[config.mk]
export PLATFORM = sky130hd
export DESIGN_NAME = imem_uart_loader
export DESIGN_NICKNAME = d
export VERILOG_FILES = /design/src/rtl/imem_uart_loader.sv
export SDC_FILE = /design/constraint.sdc
export NUM_CORES = 1
export LEC_CHECK = 0
export ABC_AREA = 1
export CAP_MARGIN = 20
export CORE_UTILIZATION = 57
export DETAILED_ROUTE_END_ITERATION = 12
export HOLD_SLACK_MARGIN = 0.03
export PLACE_DENSITY = 0.9
export SYNTH_ARGS = -nofsm -noshare
export SYNTH_HDL_FRONTEND = slang
export SYNTH_SLANG_ARGS = --single-unit
[constraint.sdc]
create_clock -name clk -period 1.8 [get_ports clk]
set_input_delay 0.36 -clock clk [delete_from_list [all_inputs] [get_ports clk]]
set_output_delay 0.36 -clock clk [all_outputs]
set_load 0.02 [all_outputs]
[src/rtl/imem_uart_loader.sv]
// Loads a program image from UART bytes into the 64-word instruction store and holds the CPU in reset meanwhile.
// Latency: wr_en pulses exactly one cycle after the 4th byte of each word is received.
// No backpressure: a byte may arrive every cycle and is always accepted; a stalled frame aborts on timeout.
module imem_uart_loader #(
  parameter int          ADDR_W     = 6,
  parameter logic [7:0]  START_BYTE = 8'hA5,
  parameter int          TOUT_CYC   = 1000000,
  parameter int          TOUT_W     = 20
) (
  input  logic              clk,
  input  logic              rst_n,
  input  logic [7:0]        rx_data,
  input  logic              rx_valid,
  output logic              wr_en,
  output logic [ADDR_W-1:0] wr_addr,
  output logic [31:0]       wr_data,
  output logic              cpu_hold,
  output logic              load_done,
  output logic              load_error
);

  localparam int DEPTH = 2 ** ADDR_W;

  typedef enum logic [2:0] {
    S_IDLE, S_COUNT, S_DATA, S_CSUM, S_DONE, S_ERROR
  } state_t;

  state_t            state, state_nxt;
  logic [ADDR_W-1:0] word_idx, word_idx_nxt;
  logic [ADDR_W-1:0] last_idx, last_idx_nxt;   // index of the final word (N-1)
  logic [1:0]        byte_idx, byte_idx_nxt;
  logic [23:0]       word_sr, word_sr_nxt;     // first three bytes of the word in flight
  logic [7:0]        csum, csum_nxt;
  logic [TOUT_W-1:0] tout, tout_nxt;
  logic              wr_en_nxt, cpu_hold_nxt, load_done_nxt, load_error_nxt;
  logic [ADDR_W-1:0] wr_addr_nxt;
  logic [31:0]       wr_data_nxt;

  // State and every output are registered; reset aborts any frame immediately.
  always_ff @(posedge clk or negedge rst_n) begin
    if (!rst_n) begin
      state      <= S_IDLE;
      word_idx   <= '0;
      last_idx   <= '0;
      byte_idx   <= '0;
      word_sr    <= '0;
      csum       <= '0;
      tout       <= '0;
      wr_en      <= 1'b0;
      wr_addr    <= '0;
      wr_data    <= '0;
      cpu_hold   <= 1'b1;
      load_done  <= 1'b0;
      load_error <= 1'b0;
    end else begin
      state      <= state_nxt;
      word_idx   <= word_idx_nxt;
      last_idx   <= last_idx_nxt;
      byte_idx   <= byte_idx_nxt;
      word_sr    <= word_sr_nxt;
      csum       <= csum_nxt;
      tout       <= tout_nxt;
      wr_en      <= wr_en_nxt;
      wr_addr    <= wr_addr_nxt;
      wr_data    <= wr_data_nxt;
      cpu_hold   <= cpu_hold_nxt;
      load_done  <= load_done_nxt;
      load_error <= load_error_nxt;
    end
  end

  // Frame parser: next state, datapath updates and next output values.
  always_comb begin
    state_nxt      = state;
    word_idx_nxt   = word_idx;
    last_idx_nxt   = last_idx;
    byte_idx_nxt   = byte_idx;
    word_sr_nxt    = word_sr;
    csum_nxt       = csum;
    tout_nxt       = '0;
    wr_en_nxt      = 1'b0;
    wr_addr_nxt    = wr_addr;
    wr_data_nxt    = wr_data;
    cpu_hold_nxt   = cpu_hold;
    load_done_nxt  = load_done;
    load_error_nxt = load_error;

    case (state)
      S_IDLE: begin
        // CPU runs only after a successful load
        cpu_hold_nxt = ~load_done;
        if (rx_valid && rx_data == START_BYTE) begin
          cpu_hold_nxt   = 1'b1;
          load_done_nxt  = 1'b0;
          load_error_nxt = 1'b0;
          csum_nxt       = '0;
          word_idx_nxt   = '0;
          byte_idx_nxt   = '0;
          state_nxt      = S_COUNT;
        end
      end
      S_COUNT: begin
        if (rx_valid) begin
          if (rx_data == 8'd0 || int'(rx_data) > DEPTH) begin
            state_nxt = S_ERROR;
          end else begin
            last_idx_nxt = ADDR_W'(rx_data - 8'd1);
            state_nxt    = S_DATA;
          end
        end
      end
      S_DATA: begin
        // START_BYTE here is ordinary data, never a resync
        if (rx_valid) begin
          word_sr_nxt  = {word_sr[15:0], rx_data};
          csum_nxt     = csum ^ rx_data;
          byte_idx_nxt = byte_idx + 2'd1;
          if (byte_idx == 2'd3) begin
            wr_en_nxt    = 1'b1;
            wr_data_nxt  = {word_sr, rx_data};
            wr_addr_nxt  = word_idx;
            word_idx_nxt = word_idx + 1'b1;
            if (word_idx == last_idx)
              state_nxt = S_CSUM;
          end
        end
      end
      S_CSUM: begin
        if (rx_valid)
          state_nxt = (rx_data == csum) ? S_DONE : S_ERROR;
      end
      S_DONE: begin
        load_done_nxt = 1'b1;
        cpu_hold_nxt  = 1'b0;
        state_nxt     = S_IDLE;
      end
      S_ERROR: begin
        // Words already written stay in memory; CPU remains held
        load_error_nxt = 1'b1;
        cpu_hold_nxt   = 1'b1;
        state_nxt      = S_IDLE;
      end
      default: state_nxt = S_IDLE;
    endcase

    // Inter-byte timeout, only while a frame is in progress
    if (state == S_COUNT || state == S_DATA || state == S_CSUM) begin
      if (rx_valid) begin
        tout_nxt = '0;
      end else if (tout == TOUT_W'(TOUT_CYC - 1)) begin
        tout_nxt  = '0;
        state_nxt = S_ERROR;
      end else begin
        tout_nxt = tout + 1'b1;
      end
    end
  end

endmodule

==> results of run 1 <==
power breakdown:
part	total, mW	switching [mW]	internal, mW
logic	3.53	2.08	1.45
clock network	1.63	0.942	0.688
registers	3.97	0.588	3.38
total	9.13	3.61	5.52
layout make-up:
type | instances | area [um2] | share of cell area
Multi-Input combinational cell | 397 | 1910 | 0.310
Clock buffer | 9 | 124 | 0.0201
Inverter | 77 | 292 | 0.0473
Tap cell | 108 | 135 | 0.0219
Sequential cell | 111 | 2780 | 0.451
Timing Repair Buffer | 85 | 825 | 0.134
Clock inverter | 7 | 101 | 0.0164
through the flow:
stage	hold slack [ns]	area (um2)	cells	setup WS, ns
global placement	0.355	5920	777	-0.0956
CTS	0.473	6160	794	0.0368
global route	0.517	6160	794	0.00570
finish	0.458	6160	794	0.0428
floorplan	0.0644	5070	603	0.282
detailed placement	0.361	5920	777	-0.180
kinds of logic (layout without fill, tap and decap cells):
family,Yosys count,after routing,synth area share
xor+xnor,11,11,0.0190
buf+inv,95,178,0.0760
simple gates,283,283,0.243
flops,111,111,0.548
compound gates,97,97,0.0994
fa+ha+maj,6,6,0.0148
sequential cells by signal, indices dropped and copies added, names as in the netlist:
signal,flops
wr_data,32
word_sr,24
tout,20
csum,8
last_idx,6
word_idx,6
wr_addr,6
state,3
byte_idx,2
cpu_hold,1
load_done,1
load_error,1
wr_en,1
cells in the final DEF (no fill, tap or decap), drive strengths merged:
cell,synthesis,routed
a31oi,4,4
inv,77,79
clkinv,0,3
o21ai,79,79
o31ai,1,1
dlygate4sd3,0,1
and3,1,1
dlymetal6s2s,0,3
dlygate4sd2,0,1
o22ai,5,5
a21oi,6,6
dfstp,1,1
buf,10,33
xor2,9,9
clkinvlp,0,1
dfrtp,110,110
nand4,11,11
bufinv,0,1
nand2,174,174
clkdlybuf4s50,0,47
or2,1,1
xnor2,2,2
nor3,13,13
nor2,55,55
ha,6,6
nand3,27,27
o21a,2,2
clkbuf,8,9
nor3b,1,1
how the worst min path moves through the flow:
stage	from	end	slack, ns	cells past startpoint
after CTS	rst_n	wr_data[26]	0.47	2
final	rst_n	wr_data[25]	0.46	2
after detailed placement	rst_n	wr_data[26]	0.36	1
after global routing	rst_n	wr_data[25]	0.52	2
after floorplan	rst_n	byte_idx[0]	0.06	0
after global placement	rst_n	wr_data[26]	0.36	1
metal layers:
layer  share of wire  GRT usage  vias up
met5               0          0        -
met4           0.028      0.141        0
met2            0.52      0.504      157
li1                -          -     2070
met1            0.41      0.334     2113
met3           0.046     0.0640       37
what timing repair did:
action	CTS	global route
pin swaps	0	0
endpoints found under the setup margin	1	3
hold buffers	1	0
hold endpoints to repair	33	0
gates resized for setup	1	3
==> run_results.csv, run 1 <==
group,metric,value,unit
sta,slew_headroom,0.665,
sta,finalHoldViolations,0,
setup_path,rr_startpoint,"tout[0]",
final_layout,fill_cells,620,
die,dieHeight,96.3,um
setup_path,crit_cells,1,
synthesis,syn-cell-area,0.00507,mm2
clock_network,cts_tree,"done",
synthesis,synth.top_cell.area_share,0.543,
clock_network,clock_path_buffers,2,
synthesis,synth_cell_types,34,
final_layout,final_util,0.710,
synthesis,synth_edf_count,0,
sta,setup-violations-final,0,
synthesis,synthFlopType,"dfrtp_1",
final_layout,fin_nets,698,
sta,rsz0062_at_grt,"false",
synthesis,async_flop_share,1.00,
clock_network,clk_latency,0.40,ns
setup_path,path_delay_family,"buffers and inverters",
drt,drc_errors,0,
placement,gp_congestion,0.885,
synthesis,syn-num-nets,620,
setup_path,crit_path_end_kind,"primary output",
clock_network,cts_root_buf,"clkbuf_8",
setup_path,cp-start-kind,"register",
setup_path,crit_type,"reg -> out",
synthesis,yosys-top-cells-count,"168 x nand2_1, 110 x dfrtp_1, 73 x inv_1",
die,io_pins,53,
sta,slew_violations,0,
placement,dp_hpwl,8330,um
clock_network,h-tree-depth,3,
setup_path,path_cells,"clkdlybuf4s50_1",
sta,fin_crit_sh,0.976,
setup_path,worstSetupStartpoint,"wr_data[1]",
die,die_w,96.3,um
final_layout,area_delta_synth_final,21.5,%
drt,drtIter0Drc,286,
drt,routed_wl,11800,um
hold_path,min_path_type,"in -> async",
die,die_area,0.00928,mm2
clock_network,path_clk_slew,0.12,ns
setup_path,crit_slowest_cell,"clkdlybuf4s50_1",
synthesis,synthCells,603,
die,start_util,0.585,
setup_path,reg2reg_slack,0.16,ns
grt,grt_pass1_vias,4489,
sta,finalSetupTns,0,ns
die,rows,34,
drt,vias,4377,
synthesis,synth_seq_cells,111,
drt,avgRoutedWirePerCell,14.8,um
final_layout,drive_above_1_share,0.106,
die,coreArea,0.00868,mm2
placement,io_buffers,52,
job,drv_cap,0,
grt,grt_pass1_wl,20000,um
grt,antenna_found_initial,0,
setup_path,critPathRequiredTime,1.44,ns
setup_path,cp_slowest_stage_delay,0.62,ns
power,power,9.13,mW
synthesis,yosys.area.top_type,"dfrtp_1",
clock_network,cts_sinks,111,
clock_network,cts_buffers,9,
grt,grt_max_degree,51,
sta,fin_crit,1.76,ns
grt,grt.total_usage,0.288,
drt,via_per_inst,5.51,
sta,timing.fmax,0.569,GHz
grt,grt_remaining_overflow,0,
setup_path,reg2reg_depth,8,
setup_path,r2r_end,"tout[16]",
setup_path,crit_buf_inv,1,
sta,worst_slew_pin_slew,0.502,ns
clock_network,post_cts_buffers,0,
drt,ant_nets,0,
final_layout,num_antenna_cells,0,
setup_path,worstPathArrival,1.40,ns
run_status,status,"complete, no violations",
synthesis,syn_area_per_cell,8.41,um2
synthesis,synthTopCellsByArea,"dfrtp_1 54%, nand2_1 12%, o21ai_0 5.7%, inv_1 5.4%, nor2_1 3.6%",
synthesis,synth_warnings,0,
sta,clock_skew,0.0236,ns
power,powerDensity,1480,mW/mm2
drt,first_pass_iters,5,
power,peakVddDrop,667,uV
power,p_leak,2.93,nW
synthesis,yosysSeqAreaShare,0.548,
synthesis,yosysMostFrequentCell,"nand2_1",
setup_path,path_max_fanout,2,
setup_path,endpoint,"wr_data[1]",
No activity file was read; power rests on OpenSTA's default activity.
==> run 2: changes to the inputs <==
- ABC_AREA: 1 -> default
- CORE_ASPECT_RATIO: default -> 1.1
- CORE_UTILIZATION: 57 -> 56
- PLACE_DENSITY: 0.9 -> 0.89
==> run 2 against run 1 <==
Net effect:
- the flow now finishes with violations (setup timing)
- first-iteration DRC count decreased by 23%
- sequential share of layout area down 1.3 points
- synthesized area down 1.7%
- utilization up 3.8 points
- register-to-register slack worse by 0.25 ns
- clock power down 15%
- largest power group unchanged
- highest routed layer unchanged
==> run_results.csv, run 2 <==
group,metric,value,unit
run_status,status,"complete, but fails checks",
run_status,violations,"setup timing",
final_layout,largest_reg_flops,32,
power,clkPwrFrac,0.212,
die,coreArea,0.00850,mm2
sta,fin_crit_sh,1.05,
sta,slew_violations,0,
die,dieHeight,101,um
setup_path,worstPathArrival,2.15,ns
sta,finalSetupTns,-0.193,ns
sta,slew_headroom,0.622,
clock_network,clk_latency,0.38,ns
synthesis,synth_edf_count,0,
setup_path,crit_type,"reg -> reg",
power,powerDensity,1030,mW/mm2
sta,rsz0062_at_grt,"true",
setup_path,crit_buf_inv,1,
final_layout,num_antenna_cells,0,
grt,grt_max_degree,112,
final_layout,area_delta_synth_final,27.5,%
sta,fin_crit,1.89,ns
die,io_pins,53,
synthesis,syn-num-nets,473,
synthesis,async_flop_share,1.00,
synthesis,synthFlopType,"dfrtp_1",
final_layout,reg_top3,"wr_data (32), word_sr (24), tout (20)",
setup_path,crit_path_end_kind,"register",
drt,drtIter0Drc,219,
synthesis,yosys-top-cells-count,"110 x dfrtp_1, 92 x nand2_1, 44 x mux2_2",
synthesis,yosys.area.top_type,"dfrtp_1",
setup_path,cp_slowest_stage_delay,0.50,ns
setup_path,cp-start-kind,"register",
placement,dp_hpwl,7360,um
clock_network,cts_root_buf,"clkbuf_8",
drt,avgRoutedWirePerCell,16.4,um
clock_network,cts_sinks,111,
sta,worst_slew_pin_slew,0.568,ns
setup_path,rr_startpoint,"tout[1]",
synthesis,yosysMostFrequentCell,"dfrtp_1",
power,switching_share,0.328,
die,die_w,92.0,um
setup_path,critPathRequiredTime,2.06,ns
setup_path,path_delay_family,"simple AND/OR/NAND/NOR gates",
drt,first_pass_iters,4,
final_layout,fin_nets,575,
synthesis,synthTopCellsByArea,"dfrtp_1 55%, mux2_2 9.9%, nand2_1 6.9%, xnor2_1 3.5%, xor2_1 2.3%",
synthesis,synth_cell_types,46,
grt,grt.total_usage,0.254,
placement,gp_congestion,0.875,
clock_network,clock_path_buffers,2,
setup_path,reg2reg_depth,6,
die,rows,35,
final_layout,layout_commonest_cell,"dfrtp_1",
placement,io_buffers,52,
clock_network,cts_tree,"done",
setup_path,path_cells,"ha_4 -> nand2_2 -> or4_4 -> buf_6 -> o31ai_1 -> a21oi_2",
clock_network,cts_buffers,9,
synthesis,syn-cell-area,0.00499,mm2
power,p_leak,3.05,nW
synthesis,synth_warnings,0,
sta,timing.fmax,0.530,GHz
power,sequentialPowerShare,0.525,
power,comb_power_share,0.262,
placement,post-place-ws,-0.554,ns
drt,via_per_inst,5.59,
clock_network,cts.hold.buffers_added,0,
sta,finalHoldViolations,0,
grt,grt_remaining_overflow,0,
drt,ant_nets,0,
grt,grt_pass1_vias,3853,
power,peakVddDrop,682,uV
synthesis,synth.top_cell.area_share,0.552,
power,p_int,4.41,mW
die,start_util,0.587,
setup_path,crit_slowest_cell,"or4_4",
grt,grt_pass1_wl,18500,um
final_layout,top_register,"wr_data",
setup_path,r2r_end,"tout[18]",
sta,clock_skew,0.0167,ns
die,die_area,0.00929,mm2
clock_network,path_clk_slew,0.11,ns
drt,routed_wl,11100,um
clock_network,h-tree-depth,3,
setup_path,reg2reg_slack,-0.09,ns
synthesis,synthCells,456,
final_layout,drive_above_1_share,0.267,
final_layout,fill_cells,583,
synthesis,syn_area_per_cell,10.9,um2
setup_path,path_max_fanout,4,
grt,antenna_found_initial,0,
synthesis,synth_seq_cells,111,
final_layout,final_cell_mix,"108 x dfrtp_1, 91 x nand2_1, 55 x buf_4",
sta,finalWorstSetupSlack,-0.0872,ns
hold_path,min_path_type,"in -> async",
job,drv_cap,0,
drt,drc_errors,0,
sta,setup-violations-final,4,
synthesis,yosysSeqAreaShare,0.557,
drt,vias,3762,
power,p_sw,2.16,mW
[run 2: cell types whose count changed after synthesis, moves of 18 or more]
cell	before	now
o21ai_0	58	13
mux2_2	0	44
nand2_1	168	92
nor2_1	48	24
o21ai_1	21	0
xnor2_1	2	20
inv_1	73	11
[run 2: how the worst max path moves through the flow]
stage | start | endpoint | slack, ns | depth (start not counted)
CTS | rx_data[7] | csum[7] | -0.03 | 6
detailed placement | rx_data[3] | csum[7] | -0.55 | 5
floorplan | tout[0] | tout[18] | -0.10 | 6
global route | tout[1] | tout[18] | -0.16 | 6
global placement | rx_data[0] | state[0] | -0.51 | 7
finish | tout[1] | tout[18] | -0.09 | 6
[run 2: worst reg2reg max path, delay by kind of cell, from the launching register on]
family	cells	cell delay [ns]
buffers and inverters	1	0.15
flip-flops	1	0.41
adder cells (fa/ha/maj)	1	0.17
AND/OR/NAND/NOR	2	0.56
AO/OA/AOI/OAI	2	0.50
[run 2: area by class of cell]
| cell class | count | area (um2) | share of cell area |
|---|---|---|---|
| Inverter | 12 | 45.0 | 0.00709 |
| Timing Repair Buffer | 113 | 1040 | 0.164 |
| Multi-Input combinational cell | 311 | 2170 | 0.342 |
| Tap cell | 111 | 139 | 0.0218 |
| Clock inverter | 6 | 55.1 | 0.00866 |
| Sequential cell | 111 | 2780 | 0.438 |
| Clock buffer | 9 | 124 | 0.0195 |
[run 2: metal layers]
metal / part of all wire / track usage / vias to the layer above
met2: 0.50 / 0.418 / 117
li1: - / - / 1750
met5: 0 / 0 / -
met1: 0.43 / 0.342 / 1868
met3: 0.044 / 0.0475 / 27
met4: 0.026 / 0.0829 / 0
[run 2: cell families (layout without fill, tap and decap cells)]
logic type / after synthesis / in the layout / synth area share
DFF: 111 / 111 / 0.557
xor gates and xnor gates: 33 / 33 / 0.0580
buffers and inverters: 34 / 140 / 0.0266
and+or+nand+nor: 182 / 182 / 0.177
AOI/OAI and AO/OA: 35 / 35 / 0.0447
muxes: 55 / 55 / 0.121
adders and majority gates: 6 / 6 / 0.0151
[run 2: power by group through the flow]
stage / Sequential [mW] / Combinational (mW) / Clock [mW]
final: 3.45 / 1.72 / 1.39
after global routing: 3.53 / 1.90 / 1.53
after CTS: 3.45 / 1.69 / 1.44
after floorplan: 3.54 / 0.891 / 0
after global placement: 3.44 / 1.60 / 0
after detailed placement: 3.49 / 1.69 / 0
[run 2: stage by stage]
| stage | hold WS (ns) | cell area [um2] | utilization | cells | power, mW |
|---|---|---|---|---|---|
| floorplan | 0.0644 | 5060 | - | 456 | 4.43 |
| CTS | 0.0660 | 6260 | 0.737 | 667 | 6.57 |
| finish | 0.0395 | 6360 | 0.748 | 673 | 6.57 |
| global placement | 0.452 | 6040 | 0.711 | 649 | 5.05 |
| global route | 0.0727 | 6360 | 0.748 | 673 | 6.96 |
| detailed placement | 0.467 | 6040 | 0.711 | 649 | 5.18 |
[run 2: timing repair]
action,4_1_cts,5_1_grt
buffers inserted,3,6
cloned,0,0
gates resized for setup,16,12
endpoints found under the setup margin,32,31
pin swaps,3,3
